File: config.mk
export PLATFORM = sky130hd
export DESIGN_NAME = encoder_job_arbiter
export DESIGN_NICKNAME = d
export VERILOG_FILES = /design/src/rtl/encoder_job_arbiter.sv
export SDC_FILE = /design/constraint.sdc
export NUM_CORES = 1
export LEC_CHECK = 0
export CAP_MARGIN = 5
export CORE_ASPECT_RATIO = 1.4
export CORE_MARGIN = 8
export CORE_UTILIZATION = 51
export DETAILED_ROUTE_END_ITERATION = 8
export GPL_TIMING_DRIVEN = 0
export PLACE_DENSITY = 0.87
export SLEW_MARGIN = 20
export SYNTH_ARGS = -nofsm -noshare
export SYNTH_HDL_FRONTEND = slang
export SYNTH_SLANG_ARGS = --single-unit
File: constraint.sdc
create_clock -name clk -period 1.6 [get_ports clk]
set_input_delay 0.4 -clock clk [delete_from_list [all_inputs] [get_ports clk]]
set_output_delay 0.4 -clock clk [all_outputs]
set_load 0.02 [all_outputs]
File: src/rtl/encoder_job_arbiter.sv
// Round-robin arbiter sharing one encoder core between two requesters.
// Launches the core with a start pulse, waits for ready under a watchdog, and counts successful jobs.
`timescale 1ns/1ps
module encoder_job_arbiter #(
  parameter int TIMEOUT = 64,
  parameter int CNT_W   = 8
) (
  input  logic             clk,
  input  logic             rst,
  input  logic             req0,
  input  logic             req1,
  input  logic             core_ready,
  output logic             gnt0,
  output logic             gnt1,
  output logic             done0,
  output logic             done1,
  output logic             core_start,
  output logic             busy,
  output logic             timeout_err,
  output logic [CNT_W-1:0] job_count
);

  localparam int WD_W = $clog2(TIMEOUT + 1);

  typedef enum logic [2:0] {
    S_IDLE,
    S_GRANT,
    S_START,
    S_WAIT,
    S_DONE
  } state_t;

  state_t           state_q, state_d;
  logic             winner_q, winner_d;
  logic             last_q, last_d;
  logic             ok_q, ok_d;
  logic             err_q, err_d;
  logic [WD_W-1:0]  wd_q, wd_d;
  logic [CNT_W-1:0] cnt_q, cnt_d;

  always_ff @(posedge clk) begin
    if (rst) begin
      state_q  <= S_IDLE;
      winner_q <= 1'b0;
      last_q   <= 1'b1;
      ok_q     <= 1'b0;
      err_q    <= 1'b0;
      wd_q     <= '0;
      cnt_q    <= '0;
    end else begin
      state_q  <= state_d;
      winner_q <= winner_d;
      last_q   <= last_d;
      ok_q     <= ok_d;
      err_q    <= err_d;
      wd_q     <= wd_d;
      cnt_q    <= cnt_d;
    end
  end

  always_comb begin
    state_d  = state_q;
    winner_d = winner_q;
    last_d   = last_q;
    ok_d     = ok_q;
    err_d    = err_q;
    wd_d     = wd_q;
    cnt_d    = cnt_q;
    case (state_q)
      S_IDLE: begin
        // On a tie, whoever was not served last goes next.
        if (req0 || req1) begin
          winner_d = (req0 && req1) ? ~last_q : req1;
          state_d  = S_GRANT;
        end
      end
      S_GRANT: state_d = S_START;
      S_START: begin
        wd_d    = '0;
        ok_d    = 1'b0;
        state_d = S_WAIT;
      end
      S_WAIT: begin
        // Ready is checked before the watchdog so a late-but-valid completion still counts.
        if (core_ready) begin
          ok_d    = 1'b1;
          state_d = S_DONE;
        end else begin
          wd_d = wd_q + WD_W'(1);
          if (wd_d == WD_W'(TIMEOUT)) begin
            err_d   = 1'b1;
            state_d = S_DONE;
          end
        end
      end
      S_DONE: begin
        last_d  = winner_q;
        state_d = S_IDLE;
        if (ok_q) begin
          cnt_d = cnt_q + CNT_W'(1);
        end
      end
      default: state_d = S_IDLE;
    endcase
  end

  assign busy        = (state_q != S_IDLE);
  assign gnt0        = busy && !winner_q;
  assign gnt1        = busy && winner_q;
  assign core_start  = (state_q == S_START);
  assign done0       = (state_q == S_DONE) && !winner_q;
  assign done1       = (state_q == S_DONE) && winner_q;
  assign timeout_err = err_q;
  assign job_count   = cnt_q;

endmodule

==> results of run 1 <==
[repair_timing]
item	CTS	global route
setup buffers	7	11
endpoints found under the setup margin	26	17
resized for setup	61	9
pin swaps	3	4
[flip-flops by register name (all words and copies together), names as in the netlist]
register,flops
job_count,8
wd_q,7
state_q,3
last_q,1
ok_q,1
timeout_err,1
winner_q,1
[placed cells by master (no fill, tap or decap), types with 2 or more instances in the layout]
cell             count
buf_6                9
o21ai_0              4
nor4_1               2
dfxtp_1             19
xnor2_1              4
ha_1                 2
xor2_1               5
buf_4               12
dfxtp_4              3
nand4_1              3
a211oi_1             2
o21a_1               2
and4bb_2             2
buf_2                2
a21oi_1              9
nor2_1              18
nand3_1              5
dlygate4sd2_1       10
nor2_4               4
inv_1                3
clkdlybuf4s50_1      3
clkbuf_4             3
clkbuf_2             3
nor3_1               5
nand2_1             12
[how the worst max path moves through the flow]
stage | end | from | cells after the start | slack (ns)
after floorplan | done0 | state_q[0]$_SDFFE_PP0P_ | 3 | -0.005
after global placement | done1 | state_q[2]$_SDFFE_PP0P_ | 4 | -0.50
after detailed placement | done1 | state_q[2]$_SDFFE_PP0P_ | 4 | -0.51
after CTS | done0 | state_q[2]$_SDFFE_PP0P_ | 4 | -0.25
after global routing | done1 | state_q[1]$_SDFFE_PP0P_ | 3 | -0.23
final | done1 | state_q[1]$_SDFFE_PP0P_ | 3 | -0.19
[worst reg2reg max path, delay by kind of cell, from the launching register on]
family,cells,cell delay [ns]
simple gates,2,0.66
compound gates,1,0.15
flops,1,0.42
buf+inv,2,0.33
[power groups by stage]
stage                     clock network, mW  logic, mW  registers [mW]
after floorplan                           0      0.133           0.583
after global placement                    0      0.198           0.585
after detailed placement                  0      0.201           0.585
after CTS                             0.436      0.217           0.597
after global routing                  0.458      0.316           0.587
final                                 0.431      0.294           0.584
[kinds of logic after synthesis]
logic type	Yosys count	share of synthesized area [%]
DFF	22	38.8
AOI/OAI and AO/OA	25	14.0
xor gates and xnor gates	9	6.95
adders and majority gates	2	2.20
buffers and inverters	9	4.08
and+or+nand+nor	66	34.0
[metrics by stage]
stage	hold slack, ns	setup TNS [ns]
3_5_place_dp	0.460	-7.37
4_1_cts	0.491	-0.810
6_report	0.486	-0.629
5_1_grt	0.515	-1.02
3_3_place_gp	0.449	-6.73
2_1_floorplan	0.436	-0.00475
[final cells by class]
type,count,area [um2],share of cell area [%]
Tap cell,22,27.5,1.75
Sequential cell,22,452,28.7
Inverter,4,15.0,0.953
Clock buffer,3,22.5,1.43
Buffer,2,10.0,0.635
Timing Repair Buffer,37,324,20.6
Clock inverter,1,30.0,1.91
Multi-Input combinational cell,102,694,44.1
[routing by layer]
layer	global-route usage, %	vias to the layer above
met5	0	-
met3	3.89	12
met4	9.38	0
met2	26.8	49
met1	14.9	543
li1	-	554
==> run metrics, run 1 <==
maximum clock frequency=557 MHz; min Tclk post-route=1.79 ns; Die Width=55.9 um; Remaining Overflow, GRT=0; Synth Net Count=140; Worst R2R End=wd_q[6]$_SDFFE_PP0P_; area of the die=4010 um2; CP delay by family, top=simple AND/OR/NAND/NOR gates; CP startpoint kind=flop; Worst path max stage delay=0.44 ns; Slowest-stage cell, CP=or3b_4; Area Overhead vs Synth=38.8%; Synth area leaders=dfxtp_1 39%, nor2_1 7.3%, nand2_1 4.3%, a21oi_1 4.0%, xor2_1 3.9%; ys async rst share=0%; vias in the first global route=1198; GRT Util Overall=14.9%; count of final hold-check violations=0; RSZ-0062 raised after global routing=true; Routability Congestion=0.815; worst hold path depth=1; CTS Buf Count=3; routed via count=1158; Post-Synthesis Cells=133; top sig layer=met4; IO buf count=19; Reg-to-Reg Start=state_q[1]$_SDFFE_PP0P_; peak supply drop=592 uV; final WL=3.12 mm; Final Core Density=73.2%; FF+latch count, synth=22; Final period util=112%; number of fill cells=159; largest net degree at the start of global routing=14; sequential power share=44.6%; Ant. Diodes=0; met3 WL post-DR=202 um; PwrDens=832 nW/um2; Clock transition at path regs=0.13 ns; vias per std cell=6.00; Min-Delay Endpoint=last_q$_SDFFE_PP1N_; Gate power share=22.5%; Area after DPL=1360 um2; Setup-failing EPs final=6; Clock Skew=0.00172 ns; R2R depth=5; Post-synth top cells=22 x dfxtp_1, 22 x nor2_1, 13 x nand2_1; average wire per standard cell=16.2 um; Final Non-Filler Cells=193; Std-Cell Rows=20; worst slew pin tran=0.466 ns; Starting Density=52.7%; Synth top area share=38.8%; failing checks=negative setup slack; Final Power=1.31 mW; Leak Pwr=0.660 nW; CP Class=reg2out; latest clock arrival within the worst-skew pair=0.31 ns; sequential share of the synthesized area=38.8%; initial antenna violation count=0; Syn Std Cell Area=1130 um2; clk buf depth=2; met2 WL=1.64 mm; final-report max-slew violation count=0; Routed Antenna Nets=0; first-pass GRT wire length=5.11 mm; DRT iter0 DRCs=34; CP max FO=6; WP data required=1.20 ns; Slew headroom=68.7%; Worst EP arrival=1.39 ns; Crit path buffers/inverters=1; NumNets Final=179; prevailing post-synth register cell=dfxtp_1; H-Tree Depth=1; placed insts=174; fraction of layout cells with a size suffix above 1=26.3%; pre-CTS setup slack=-0.506 ns; Setup WS post-layout=-0.195 ns; outcome=complete, but fails checks; CTS tree=yes; post-route cell area=1580 um2; CTS root buffer=clkbuf_4; Pre-Repair DR Iteration Count=4; clock power share=32.9%; Psw=0.346 mW; CP Cell Sequence=or3b_4 -> nor2_4 -> buf_6; min-delay src=last_q$_SDFFE_PP1N_; Remaining DRCs=0; # Max-Cap Violations=0; synthesized area per cell=8.53 um2; Reg2Reg Setup Slack=-0.03 ns; Metal-1 WL=1.19 mm; number of synthesized flops with an enable pin=0; Ys Warns=0; Worst setup EP type=output port; # hold bufs at CTS=0; DP Wirelength=2.00 mm; Sw Share=26.4%; clock sinks=22; internal power=0.964 mW; Core Region=2150 um2; # IOs=20; post-synth top area cell=dfxtp_1; die height=71.8 um; synth unique cells=43; Hold Path Class=reg2reg
(Power assumes the default switching activity.)
==> run 2, diff against run 1 <==
- clock period: 1.6 -> 1.9 ns (I/O delays scaled with it)
==> run 2 against run 1 <==
- the flow still finishes with violations (negative setup slack)
- worst setup slack better by 0.16 ns
- clock power down 15%
- core utilization down 4.8 points
- worst hold slack better by 0.0018 ns
- die area unchanged
- final cell count down 4.7%
- cell area down 6.6%
- sequential share of layout area up 1.7 points
- sequential cell count unchanged
- critical path depth up 1
- global-route usage down 0.61 points
- combinational power down 40%
- largest power group unchanged
==> run metrics, run 2 (same netlist as run 1, synthesis figures left out) <==
outcome=complete, but fails checks; failing checks=negative setup slack; min Tclk post-route=1.94 ns; CP Class=reg2out; Leak Pwr=0.578 nW (-12%); Clock Skew=0.0104 ns (+0.00870 ns); fraction of layout cells with a size suffix above 1=18.5% (-7.8 points); CP max FO=7 (+1); Largest register FFs=8 (unchanged); # IOs=20 (unchanged); Worst path max stage delay=0.42 ns (-0.02 ns); Setup-failing EPs final=2 (-4); CP startpoint kind=flop; area of the die=4010 um2 (unchanged); DP Wirelength=2.07 mm (+3.6%); Clock transition at path regs=0.13 ns (about the same); Worst R2R End=wd_q[6]$_SDFFE_PP0P_; WP data required=1.42 ns (+0.22 ns); Starting Density=52.7% (unchanged); Slew headroom=69.9% (+1.2 points); PwrDens=710 nW/um2 (-15%); placed insts=174 (unchanged); largest net degree at the start of global routing=14 (unchanged); Remaining Overflow, GRT=0 (unchanged); commonest non-fill, non-tap cell in the layout=nor2_1; Worst EP arrival=1.46 ns (+0.07 ns); Final Core Density=68.4% (-4.8 points); DRT iter0 DRCs=31 (-8.8%); Reg2Reg Setup Slack=0.33 ns (+0.36 ns); Final Power=1.04 mW (-20%); final WL=2.86 mm (-8.2%); routed via count=1108 (-4.3%); min-delay src=last_q$_SDFFE_PP1N_; Hold Path Class=reg2reg; CTS root buffer=clkbuf_4; count of final hold-check violations=0 (unchanged); Area Overhead vs Synth=29.7%; # hold bufs at CTS=0 (unchanged); H-Tree Depth=1 (unchanged); NumNets Final=170 (-5.0%); Routed Antenna Nets=0 (unchanged); vias per std cell=6.02 (+0.36%); setup_tns=-0.0569 ns (+0.572 ns); CP Cell Sequence=buf_6 -> or3b_4 -> nor2_4 -> buf_6; peak supply drop=503 uV (-15%); Setup WS post-layout=-0.0373 ns (+0.157 ns); maximum clock frequency=516 MHz; worst slew pin tran=0.452 ns (-0.0149 ns); CTS Buf Count=3 (unchanged); Ant. Diodes=0 (unchanged); first-pass GRT wire length=4.91 mm (-3.9%); Reg-to-Reg Start=state_q[1]$_SDFFE_PP0P_; FF/Latch Area=447 um2 (-1.1%); Final period util=102%; clk buf depth=2 (unchanged); multi-input logic area=672 um2 (-3.2%); pre-CTS setup slack=-0.303 ns (+0.203 ns); Die Width=55.9 um (unchanged); number of fill cells=185 (+16%); Worst setup EP type=output port; Std-Cell Rows=20 (unchanged); # Max-Cap Violations=0 (unchanged); Slowest-stage cell, CP=or3b_4; Routability Congestion=0.833 (+2.2%); IO buf count=19 (unchanged); most frequent cells in the layout=20 x nor2_1, 19 x dfxtp_1, 13 x nand2_1; Remaining DRCs=0 (unchanged); RSZ-0062 raised after global routing=true; vias in the first global route=1180 (-1.5%); clock sinks=22 (unchanged); Crit path top cell by count=buf_6; Min-Delay Endpoint=last_q$_SDFFE_PP1N_; Core Region=2150 um2 (unchanged); GRT Util Overall=14.3% (-0.61 points); die height=71.8 um (unchanged); worst hold path depth=1 (unchanged); latest clock arrival within the worst-skew pair=0.32 ns (about the same); R2R depth=4 (-1); final-report max-slew violation count=0 (unchanged); Final Non-Filler Cells=184 (-4.7%); initial antenna violation count=0 (unchanged); average wire per standard cell=15.6 um (-3.7%); CTS tree=yes; Pre-Repair DR Iteration Count=4 (unchanged)
-- run 2: changes by cell type in the layout (fill, tap and decap cells not counted), moves of 2 or more --
cell,previous run,this run
clkdlybuf4s50_1,3,10
buf_6,9,3
dfxtp_2,0,2
nor2_4,4,2
dfxtp_4,3,1
dlygate4sd2_1,10,2
buf_2,2,0
buf_4,12,8
nor2_1,18,20
-- run 2: how the worst max path moves through the flow --
stage                            startpoint  slack (ns)    end
finish              state_q[2]$_SDFFE_PP0P_       -0.04  done1
global route        state_q[2]$_SDFFE_PP0P_       -0.09  done1
CTS                 state_q[2]$_SDFFE_PP0P_       -0.05  done0
detailed placement  state_q[2]$_SDFFE_PP0P_       -0.30  done1
global placement    state_q[2]$_SDFFE_PP0P_       -0.31  done1
floorplan           state_q[0]$_SDFFE_PP0P_        0.21  done1
-- run 2: through the flow --
stage / hold WS, ns / instance area, um2
2_1_floorplan: 0.436 / 1130
3_3_place_gp: 0.448 / 1350
3_5_place_dp: 0.460 / 1350
4_1_cts: 0.489 / 1470
5_1_grt: 0.512 / 1470
6_report: 0.488 / 1470
-- run 2: area by class of cell --
class / count / area share, %
Clock buffer: 3 / 1.53
Multi-Input combinational cell: 102 / 45.7
Sequential cell: 22 / 30.4
Tap cell: 22 / 1.87
Timing Repair Buffer: 27 / 16.2
Buffer: 3 / 1.28
Clock inverter: 1 / 2.04
Inverter: 4 / 1.02
-- run 2: power breakdown --
part | leakage, nW | switching (mW) | internal [mW]
registers | 0.179 | 0.0300 | 0.473
logic | 0.371 | 0.0896 | 0.0860
clock network | 0.0279 | 0.152 | 0.213
-- run 2: layer usage --
layer  wire, um  global-route usage (%)  share of wire [%]
met3        117                    3.53                4.1
met5          0                       0                  0
met1       1200                    14.1                 42
met4         65                    7.77                2.3
met2       1480                    26.6                 52
-- run 2: repair_timing --
item	in CTS	in global routing
endpoints found under the setup margin	8	7
pin swaps	3	2
setup buffers	7	1
gates cloned	0	0
gates resized for setup	32	7
hold endpoints to repair	0	0
-- run 2: worst max-delay path: cells and delay by family, from the launching register on --
| kind | cells | cell delay, ns |
|---|---|---|
| simple gates | 2 | 0.53 |
| buf+inv | 2 | 0.24 |
| flops | 1 | 0.36 |
==> run 3, diff against run 2 <==
- CORE_MARGIN: 8 -> 3
==> run 3 against run 2 <==
- the run still ends with negative setup slack left
- combinational power is 3% lower
- count of clock-buffer cells in the layout unchanged
- via count decreased by 1.3%
- wire length fell by 8.7%
- maximum frequency grew 0.35%
- worst hold slack worse by 0.0028 ns
- largest power group unchanged
==> run metrics, run 3 (same netlist as run 1, synthesis figures left out) <==
most frequent cells in the layout=19 x nor2_1, 19 x dfxtp_1, 12 x nand2_1; DRT iter0 DRCs=25 (-19%); CTS Buf Count=3 (unchanged); clock sinks=22 (unchanged); worst hold path depth=1 (unchanged); min Tclk post-route=1.93 ns (-0.00682 ns); min-delay src=last_q$_SDFFE_PP1N_; post-route cell area=1480 um2 (+0.68%); CP Class=reg2out; Reg-to-Reg Start=wd_q[0]$_SDFFE_PP0P_; Pre-Repair DR Iteration Count=4 (unchanged); Clock transition at path regs=0.12 ns (about the same); area of the die=2840 um2 (-29%); largest net degree at the start of global routing=14 (unchanged); R2R depth=4 (unchanged); Setup WS post-layout=-0.0305 ns (+0.00682 ns); Setup-failing EPs final=2 (unchanged); CP Cell Sequence=buf_6 -> or3b_4 -> nor2_4 -> buf_6; first-pass GRT wire length=4.37 mm (-11%); latest clock arrival within the worst-skew pair=0.32 ns (about the same); Gate power share=16.5% (-0.3 points); RSZ-0062 raised after global routing=true; WP data required=1.42 ns (about the same); outcome=complete, but fails checks; final WL=2.62 mm (-8.7%); clk buf depth=2 (unchanged); average wire per standard cell=14.3 um (-8.2%); Worst setup EP type=output port; Worst R2R End=wd_q[6]$_SDFFE_PP0P_; Sw Share=25.8% (-0.22 points); count of final hold-check violations=0 (unchanged); peak supply drop=473 uV (-6.0%); Crit path top cell by count=buf_6; Std-Cell Rows=19 (-5.0%); Hold Path Class=reg2reg; # IOs=20 (unchanged); CTS tree=yes; Final period util=102% (-0.36 points); CP delay by family, top=simple AND/OR/NAND/NOR gates; Min-Delay Endpoint=last_q$_SDFFE_PP1N_; PwrDens=700 nW/um2 (-1.3%); internal power=0.770 mW (-0.37%); worst slew pin tran=0.506 ns (+0.0544 ns); clock power share=35.0% (about the same); Die Width=45.9 um (-18%); Routed Antenna Nets=0 (unchanged); Reg2Reg Setup Slack=0.34 ns (about the same); sequential power share=48.6% (+0.4 points); Slew headroom=66.0% (-3.9 points); IO buf count=19 (unchanged); DP Wirelength=1.84 mm (-11%); Leak Pwr=0.594 nW (+2.9%); Ant. Diodes=0 (unchanged); maximum clock frequency=518 MHz (+0.35%); routed via count=1094 (-1.3%); Routability Congestion=0.828 (-0.52%); H-Tree Depth=1 (unchanged); Final Core Density=72.5% (+4.1 points); CTS root buffer=clkbuf_4; CP max FO=6 (-1); initial antenna violation count=0 (unchanged); GRT Util Overall=20.3% (+6.0 points); Clock Skew=0.0111 ns (+0.000724 ns); number of fill cells=146 (-21%); Remaining Overflow, GRT=0 (unchanged); Largest register FFs=8 (unchanged); Crit path buffers/inverters=2 (unchanged); Remaining DRCs=0 (unchanged); Starting Density=55.5% (+2.8 points); Area after DPL=1350 um2 (about the same); CP startpoint kind=flop; failing checks=negative setup slack; Psw=0.268 mW (-1.5%); NumNets Final=170 (unchanged); Final Power=1.04 mW (-0.66%); die height=61.8 um (-14%); Core Region=2040 um2 (-5.0%); vias in the first global route=1023 (-13%); final-report max-slew violation count=0 (unchanged); Worst EP arrival=1.46 ns (about the same); Area Overhead vs Synth=30.5%; FF/Latch Area=449 um2 (+0.56%); fraction of layout cells with a size suffix above 1=19.8% (+1.2 points); # Max-Cap Violations=0 (unchanged); Worst path max stage delay=0.42 ns (about the same); vias per std cell=5.98 (-0.72%); multi-input logic area=677 um2 (+0.74%); Slowest-stage cell, CP=or3b_4
==> run 3: changes by cell type in the layout (fill, tap and decap cells not counted), sizes merged <==
| cell | previous run | this run |
|---|---|---|
| dlygate4sd2 | 2 | 1 |
| dlymetal6s2s | 1 | 2 |
==> run 3: power groups by stage <==
stage	Combinational, mW	Clock [mW]	Sequential, mW
final	0.171	0.363	0.504
after floorplan	0.112	0	0.491
after global routing	0.187	0.387	0.505
after CTS	0.164	0.370	0.501
after detailed placement	0.168	0	0.493
after global placement	0.166	0	0.492
==> run 3: how the worst max path moves through the flow <==
stage / start / to / slack [ns] / cells past startpoint
finish: state_q[2]$_SDFFE_PP0P_ / done1 / -0.03 / 4
global route: state_q[2]$_SDFFE_PP0P_ / done1 / -0.09 / 4
CTS: state_q[2]$_SDFFE_PP0P_ / done1 / -0.06 / 4
detailed placement: state_q[2]$_SDFFE_PP0P_ / done1 / -0.29 / 4
global placement: state_q[2]$_SDFFE_PP0P_ / done1 / -0.30 / 4
floorplan: state_q[0]$_SDFFE_PP0P_ / done1 / 0.21 / 3
==> run 3: area by class of cell <==
cell class	count	share of cell area (%)
plain buffers	3	1.27
clock buffers	3	1.52
clock inverters	1	2.03
inverters	4	1.01
multi-input cells	102	45.7
flip-flops and latches	22	30.3
well taps	21	1.77
repair buffers	27	16.4
==> run 3: per-layer routing <==
layer	wire [um]	track usage [%]
met5	0	0
met1	1150	24.3
met2	1360	36.2
met3	98	3.46
met4	10	6.10
==> run 3: what timing repair did <==
item	in CTS	in global routing
setup buffers	7	1
endpoints found under the setup margin	7	8
pin swaps	3	1
hold buffers	0	0
resized for setup	32	10
==> run 3: metrics by stage <==
step	setup TNS, ns	hold slack, ns	std cells	worst slack (ns)
2_1_floorplan	0	0.436	133	0.208
3_3_place_gp	-2.14	0.450	173	-0.301
3_5_place_dp	-2.61	0.460	173	-0.287
4_1_cts	-0.0746	0.489	182	-0.0554
5_1_grt	-0.182	0.507	183	-0.0868
6_report	-0.0514	0.485	183	-0.0305
==> run 3: worst register-to-register path, cell delays in order, from the launching register on <==
cell	delay, ns
dfxtp_1	0.43
ha_1	0.24
nand3_1	0.15
or4_1	0.49
a21oi_1	0.18
